### src/rtl/uart_rx_engine.sv
// uart_rx_engine: 8-O-1 UART receiver with mid-bit sampling, parity/stop checking; define UART_RX_OVERRUN_EN for level rx_valid with rx_ack and sticky overrun
module uart_rx_engine #(
    parameter int CLKS_PER_BIT = 16,
    parameter int CNT_W        = 16
) (
    input  logic       clk,
    input  logic       reset,
    input  logic       rx,
    input  logic       rx_ack,
    output logic [7:0] data_out,
    output logic       rx_valid,
    output logic       parity_err,
    output logic       frame_err,
    output logic       overrun,
    output logic       busy
);
    typedef enum logic [2:0] {IDLE, START, DATA, PARITY, STOP} state_t;
    localparam logic [CNT_W-1:0] HALF_END = CNT_W'(CLKS_PER_BIT / 2 - 1);
    localparam logic [CNT_W-1:0] BIT_END  = CNT_W'(CLKS_PER_BIT - 1);
    localparam logic [CNT_W-1:0] STOP_END = CNT_W'(CLKS_PER_BIT);
    state_t           state_q, state_d;
    logic [CNT_W-1:0] cnt_q, cnt_d;
    logic [2:0]       idx_q, idx_d;
    logic [7:0]       shift_q, shift_d;
    logic             par_q, par_d;
    logic             stop_q, stop_d;
    logic [7:0]       data_q, data_d;
    logic             perr_q, perr_d;
    logic             ferr_q, ferr_d;
    logic             valid_q, valid_d;
    logic             ovr_q, ovr_d;
    logic             rx_m_q, rx_s_q, rx_p_q;
    logic             fall, deliver, parity_ok;
    assign fall      = rx_p_q & ~rx_s_q;
    assign parity_ok = (^shift_q) ^ par_q;
    assign data_out   = data_q;
    assign rx_valid   = valid_q;
    assign parity_err = perr_q;
    assign frame_err  = ferr_q;
    assign overrun    = ovr_q;
    assign busy       = state_q != IDLE;
    // two-flop synchronizer plus previous-sample register, all idling high
    always_ff @(posedge clk or posedge reset) begin
        if (reset) begin
            rx_m_q <= 1'b1;
            rx_s_q <= 1'b1;
            rx_p_q <= 1'b1;
        end else begin
            rx_m_q <= rx;
            rx_s_q <= rx_m_q;
            rx_p_q <= rx_s_q;
        end
    end
    // frame sequencing: start qualify at half bit, then one sample per bit period
    always_comb begin
        state_d = state_q;
        cnt_d   = cnt_q + 1'b1;
        idx_d   = idx_q;
        shift_d = shift_q;
        par_d   = par_q;
        stop_d  = stop_q;
        deliver = 1'b0;
        case (state_q)
            IDLE: begin
                cnt_d = '0;
                if (fall) state_d = START;
            end
            START: if (cnt_q == HALF_END) begin
                cnt_d   = '0;
                idx_d   = '0;
                state_d = rx_s_q ? IDLE : DATA;
            end
            DATA: if (cnt_q == BIT_END) begin
                cnt_d          = '0;
                shift_d[idx_q] = rx_s_q;
                idx_d          = idx_q + 3'd1;
                if (idx_q == 3'd7) state_d = PARITY;
            end
            PARITY: if (cnt_q == BIT_END) begin
                cnt_d   = '0;
                par_d   = rx_s_q;
                state_d = STOP;
            end
            STOP: begin
                if (cnt_q == BIT_END) stop_d = rx_s_q;
                if (cnt_q == STOP_END) begin
                    deliver = 1'b1;
                    cnt_d   = '0;
                    state_d = fall ? START : IDLE;
                end
            end
            default: state_d = IDLE;
        endcase
    end
    // delivery registers; flags are recomputed each frame
    always_comb begin
        data_d = deliver ? shift_q : data_q;
        perr_d = deliver ? ~parity_ok : perr_q;
        ferr_d = deliver ? ~stop_q : ferr_q;
`ifdef UART_RX_OVERRUN_EN
        valid_d = deliver | (valid_q & ~rx_ack);
        ovr_d   = rx_ack ? 1'b0 : (ovr_q | (deliver & valid_q));
`else
        valid_d = deliver;
        ovr_d   = 1'b0;
`endif
    end
`ifndef UART_RX_OVERRUN_EN
    logic unused_ack;
    assign unused_ack = rx_ack;
`endif
    // state and datapath registers; reset aborts any frame in flight
    always_ff @(posedge clk or posedge reset) begin
        if (reset) begin
            state_q <= IDLE;
            cnt_q   <= '0;
            idx_q   <= '0;
            shift_q <= '0;
            par_q   <= 1'b0;
            stop_q  <= 1'b0;
            data_q  <= '0;
            perr_q  <= 1'b0;
            ferr_q  <= 1'b0;
            valid_q <= 1'b0;
            ovr_q   <= 1'b0;
        end else begin
            state_q <= state_d;
            cnt_q   <= cnt_d;
            idx_q   <= idx_d;
            shift_q <= shift_d;
            par_q   <= par_d;
            stop_q  <= stop_d;
            data_q  <= data_d;
            perr_q  <= perr_d;
            ferr_q  <= ferr_d;
            valid_q <= valid_d;
            ovr_q   <= ovr_d;
        end
    end
endmodule
### config.mk
export PLATFORM = sky130hd
export DESIGN_NAME = uart_rx_engine
export DESIGN_NICKNAME = d
export VERILOG_FILES = /design/src/rtl/uart_rx_engine.sv
export SDC_FILE = /design/constraint.sdc
export NUM_CORES = 1
export LEC_CHECK = 0
export CAP_MARGIN = 10
export CORE_MARGIN = 8
export CORE_UTILIZATION = 52
export CTS_CLUSTER_DIAMETER = 200
export DETAILED_ROUTE_END_ITERATION = 16
export PLACE_DENSITY = 0.84
export SETUP_SLACK_MARGIN = 0.02
export SKIP_CTS_REPAIR_TIMING = 1
export SLEW_MARGIN = 10
export SYNTH_ARGS = -nofsm -noshare
export SYNTH_HDL_FRONTEND = slang
export SYNTH_SLANG_ARGS = --single-unit
export TNS_END_PERCENT = 20
### constraint.sdc
create_clock -name clk -period 1.8 [get_ports clk]
set_input_delay 0.27 -clock clk [delete_from_list [all_inputs] [get_ports clk]]
set_output_delay 0.27 -clock clk [all_outputs]
set_load 0.01 [all_outputs]
==> results of run 1 <==
worst min path at each step:
| stage | endpoint | depth (start not counted) |
|---|---|---|
| 2_1_floorplan | rx_m_q | 0 |
| 3_3_place_gp | rx_s_q | 0 |
| 3_5_place_dp | rx_s_q | 0 |
| 4_1_cts | cnt_q[15] | 2 |
| 5_1_grt | cnt_q[15] | 2 |
| 6_report | cnt_q[15] | 2 |
metal layers:
layer | global-route usage (%) | share of wire (%) | routed length [um]
met1 | 14.9 | 41 | 2060
met2 | 22.2 | 51 | 2560
met3 | 4.98 | 4.8 | 240
met4 | 4.95 | 2.3 | 115
met5 | 0 | 0 | 0
cells in the final DEF, fill, tap and decap left out, drive strengths merged, types with 3 or more instances in the layout:
cell / instances
mux2: 20
and4: 3
a21oi: 5
o21ai: 7
nand2: 9
or3: 5
inv: 7
buf: 36
xor2: 10
dfrtp: 43
clkdlybuf4s50: 13
dfstp: 3
nor2: 13
xnor2: 7
nor4: 10
nand3: 8
nor3: 7
nand4: 8
ha: 4
clkbuf: 7
state kept, by name, indices dropped and copies added, names as in the netlist:
signal,count
stop_q,1
parity_err,1
cnt_q,16
data_out,8
idx_q,3
par_q,1
frame_err,1
rx_m_q,1
rx_valid,1
rx_p_q,1
shift_q,8
state_q,3
rx_s_q,1
kinds of logic (layout without fill, tap and decap cells):
family | after synthesis | after routing | synth area share (%)
buf+inv | 16 | 65 | 3.39
xor+xnor | 18 | 18 | 7.37
flops | 46 | 46 | 49.7
simple gates | 78 | 79 | 21.8
other cells | 1 | 1 | 0.161
mux | 20 | 20 | 9.69
compound gates | 21 | 21 | 5.76
fa+ha+maj | 4 | 4 | 2.15
final cells by class:
type,count,share of cell area (%)
clock buffers,7,2.52
clock inverters,1,0.993
inverters,7,0.869
multi-input cells,143,41.0
flip-flops and latches,46,38.2
well taps,52,2.15
repair buffers,50,14.2
through the flow:
stage	cell area (um2)	power, mW	hold WS, ns	util (%)	setup TNS, ns
after global placement	2770	1.78	0.347	64.0	-0.418
after detailed placement	2770	1.81	0.349	64.0	-1.00
after floorplan	2340	1.53	0.274	-	-0.414
final	3020	2.60	0.193	69.9	-0.636
after CTS	2870	2.56	0.194	66.5	-1.38
after global routing	3020	2.76	0.193	69.9	-4.40
power by group:
| part | internal [mW] | switching (mW) | total, mW |
|---|---|---|---|
| registers | 1.10 | 0.0788 | 1.18 |
| clock network | 0.415 | 0.333 | 0.749 |
| logic | 0.342 | 0.332 | 0.673 |
| total | 1.86 | 0.744 | 2.60 |
==> flow_summary.ini, run 1 <==
[timing]
slew_viol_final = 0
fin_skew_ns = 0.00819
fin_crit_sh_pct = 107
clock.fmax_ghz = 0.518
fin_crit_ns = 1.93
timing.final.ws_setup_ns = -0.130
finalSetupViolCount = 23
hold_viol_final = 0
rsz0062_at_grt = yes

[clock_network]
root_buffer = clkbuf_8
cts_buffer_depth = 2
cts.clk_slew.worst_paths_ns = 0.08
cts.htree.levels = 2
clock_latency_ns = 0.30
cts_buffers = 5
cts_tree = done
cts_sinks = 46

[outcome]
violations = negative setup slack
outcome = complete, but fails checks

[worst_setup_path]
r2r_setup_slack_ns = -0.13
cp_top_family = simple AND/OR/NAND/NOR gates
crit_slowest_cell = dfrtp_1
worstPathMaxFanout = 10
start_kind = flip-flop
worst-path-buf-inv = 1
path_cells = ha_2, and3b_2, nand4_2, buf_6, nor4_2, mux2_1
startpoint = cnt_q[0]
cp_data_required_time_ns = 1.98
critical_path_class = reg2reg
path_depth = 6
reg2reg_to = shift_q[7]
ff2ff_path_depth = 6
cp_data_arrival_time_ns = 2.11
critPathCaptureType = flip-flop
cpPeakStageDelay_ns = 0.40
r2r_start = cnt_q[0]
crit_end = shift_q[7]

[placed_design]
port_buffers = 14
dp_hpwl_um = 3240
place_ws_ns = -0.0790
place.gp.congestion = 0.821
dp.cells = 296

[power]
powerDensity_mw_per_mm2 = 861
power.leakage_nw = 1.38
peakVddDrop_mv = 0.734

[floorplanning]
initial_core_util_pct = 53.8
die_y_um = 82.9
die_area_mm2 = 0.00687
num_rows = 24
core_area_mm2 = 0.00432
die_w_um = 82.9
io_pins = 17

[logic_synthesis]
yosys.area.top_type_share_pct = 46.3
netlist_area_mm2 = 0.00232
synth.distinct_cells = 48
synth_top_area_cell = dfrtp_1
synth-main-ff-cell = dfrtp_1
synthArstFlopShare_pct = 100
avgSynthCellArea_um2 = 11.4
synth_nets = 212
synth_seq_cells = 46
synthTopCellsByArea = dfrtp_1 46%, mux2_2 5.8%, mux2_1 3.9%, xor2_1 3.8%, dfstp_2 3.4%
synth_top_cells_by_count = 43 x dfrtp_1, 12 x mux2_2, 11 x nor2_1
ys_seq_area_share_pct = 49.7
yosysMostFrequentCell = dfrtp_1
synth-edff-count = 0
netlist_instances = 204
ys.warnings.count = 0

[global_routing]
grt_max_degree = 17
grt_pass1_wl_um = 7670
grt_antenna_before_repair = 0
grt_usage_pct = 13.3
grt_pass1_vias = 1691
overflow = 0

[final_layout]
area.growth.synth_to_final_pct = 30.1
antenna_cells = 0
multi_input_area_mm2 = 0.00124
stdcell_count = 306
drive_gt1_share_pct = 34.6
seqCellArea_mm2 = 0.00116
fin_nets = 261
fillCellCount = 302

[routing]
drc = 0
routed_wirelength_um = 4970
ant_nets = 0
firstDrtPassIters = 4
vias = 1719
detail_route.wl_per_cell_um = 16.3
avgViaCountPerCell = 5.62
drtIter0Drc = 85

[job]
drv_cap = 0

[worst_hold_path]
hold_class = in2async
Note: power is estimated with default switching activity, not from simulation.
==> run 2, diff against run 1 <==
- ABC_CLOCK_PERIOD_IN_PS: unset -> 1800
==> results of run 2 <==
Final layout, timing and power as in run 1 (identical DEF).
==> RTL edit, RTL diff (config.mk and constraints of run 2) <==
The parameter `CLKS_PER_BIT` goes from 16 to 8.
--- a/src/rtl/uart_rx_engine.sv
+++ b/src/rtl/uart_rx_engine.sv
@@ -1,6 +1,6 @@
 // uart_rx_engine: 8-O-1 UART receiver with mid-bit sampling, parity/stop checking; define UART_RX_OVERRUN_EN for level rx_valid with rx_ack and sticky overrun
 module uart_rx_engine #(
-    parameter int CLKS_PER_BIT = 16,
+    parameter int CLKS_PER_BIT = 8,
     parameter int CNT_W        = 16
 ) (
     input  logic       clk,
Check against the original RTL: not equivalent (Yosys sat finds a counterexample within 10 cycles, from zero or initial values and one cycle with reset high).
==> RTL edit against run 2 <==
The run still ends with negative setup slack left. Synthesized cell count is 6.9% higher. Design area is 4.2% higher. Critical endpoint is now cnt_q[8]. Wire length is 11% higher. Critical path depth stayed put. Setup slack worse by 0.39 ns. Sequential cell count stayed put. Total power is 21% higher. Synthesized area is 1.7% lower. Non-clock buffer count is 15 higher. Largest cell class unchanged. Count of clock-buffer cells in the layout stayed put. Via count is 8.5% higher. Hold slack better by 0.061 ns. First-iteration DRC count is 4.7% higher.
==> RTL edit: results (changes against run 2) <==
[placed_design]
gp_congestion=0.8963  ; was 0.8214
placed_area_um2=2813  ; was 2768 um2
placed_cells=321  ; was 296
dp_hpwl_um=3571  ; was 3240 um
preCtsSetupSlack_ns=-0.5545  ; was -0.07896 ns

[outcome]
violations=negative setup slack  ; unchanged
status=finished, violations left  ; unchanged

[global_route]
grt_max_degree=25  ; was 17
grt_usage=0.1527  ; was 0.1326

[logic_synthesis]
synth_nets=227  ; was 212
ys_types=42  ; was 48
avgSynthCellArea_um2=10.48  ; was 11.40 um2
synth_common_cells=dfrtp_1, nor2_1, mux2_2, nand2_1, xnor2_1  ; was dfrtp_1, mux2_2, nor2_1, xor2_1, nand2_1
synth_area_leaders=dfrtp_1, mux2_2, nor2_1  ; was dfrtp_1, mux2_2, mux2_1

[cells_and_area]
instances_no_fill=335  ; was 306
nNetsFinal=291  ; was 261
drive_gt1_frac=0.3816  ; was 0.3465

[power]
swShare=0.3505  ; was 0.2858
p_clk_mw=0.644  ; was 0.749 mW
p_leak_nw=1.456  ; was 1.384 nW

[sta]
finalSetupViolCount=42  ; was 23
setup_ws_ns=-0.5239  ; was -0.1302 ns
setup_tns_ns=-17.52  ; was -0.6363 ns

[critical_path]
rr_startpoint=cnt_q[8]  ; was cnt_q[0]
slowest_stage=or4_4  ; was dfrtp_1
cpPeakStageDelay_ns=0.59  ; was 0.40 ns
critPathArrivalTime_ns=2.51  ; was 2.11 ns
crit_end=cnt_q[8]  ; was shift_q[7]

[detailed_routing]
num_vias=1865  ; was 1719

RTL edit: cell types whose count changed after synthesis, sizes merged, moves of 4 or more:
cell   delta
nand2     +4
nand4     -4
nor2     +22
o21ai     -5
or4       +4
xnor2     +6
RTL edit: area by class of cell:
class / instances / area, um2
inverter: 8 / 30.03
tap: 52 / 65.06
clock buffer: 7 / 86.33
fill: 300 / 1144
sequential: 46 / 1155
timing repair buffer: 65 / 590.6
clock inverter: 1 / 5.005
multi-input combinational: 156 / 1219
RTL edit: cell families after synthesis:
family	synth area share
buffers and inverters	0.03231
XOR/XNOR	0.08817
multiplexers	0.09036
adder cells (fa/ha/maj)	0.02738
other	0.001641
AO/OA/AOI/OAI	0.05203
AND/OR/NAND/NOR	0.2026
flip-flops	0.5055
RTL edit: metal layers:
layer	share of wire	vias to the layer above	wire, um	track usage
met4	0.033	0	179	0.07193
met5	0	-	0	0
met2	0.53	65	2890	0.2694
met3	0.049	20	270	0.03571
li1	-	881	-	-
met1	0.39	899	2156	0.1694
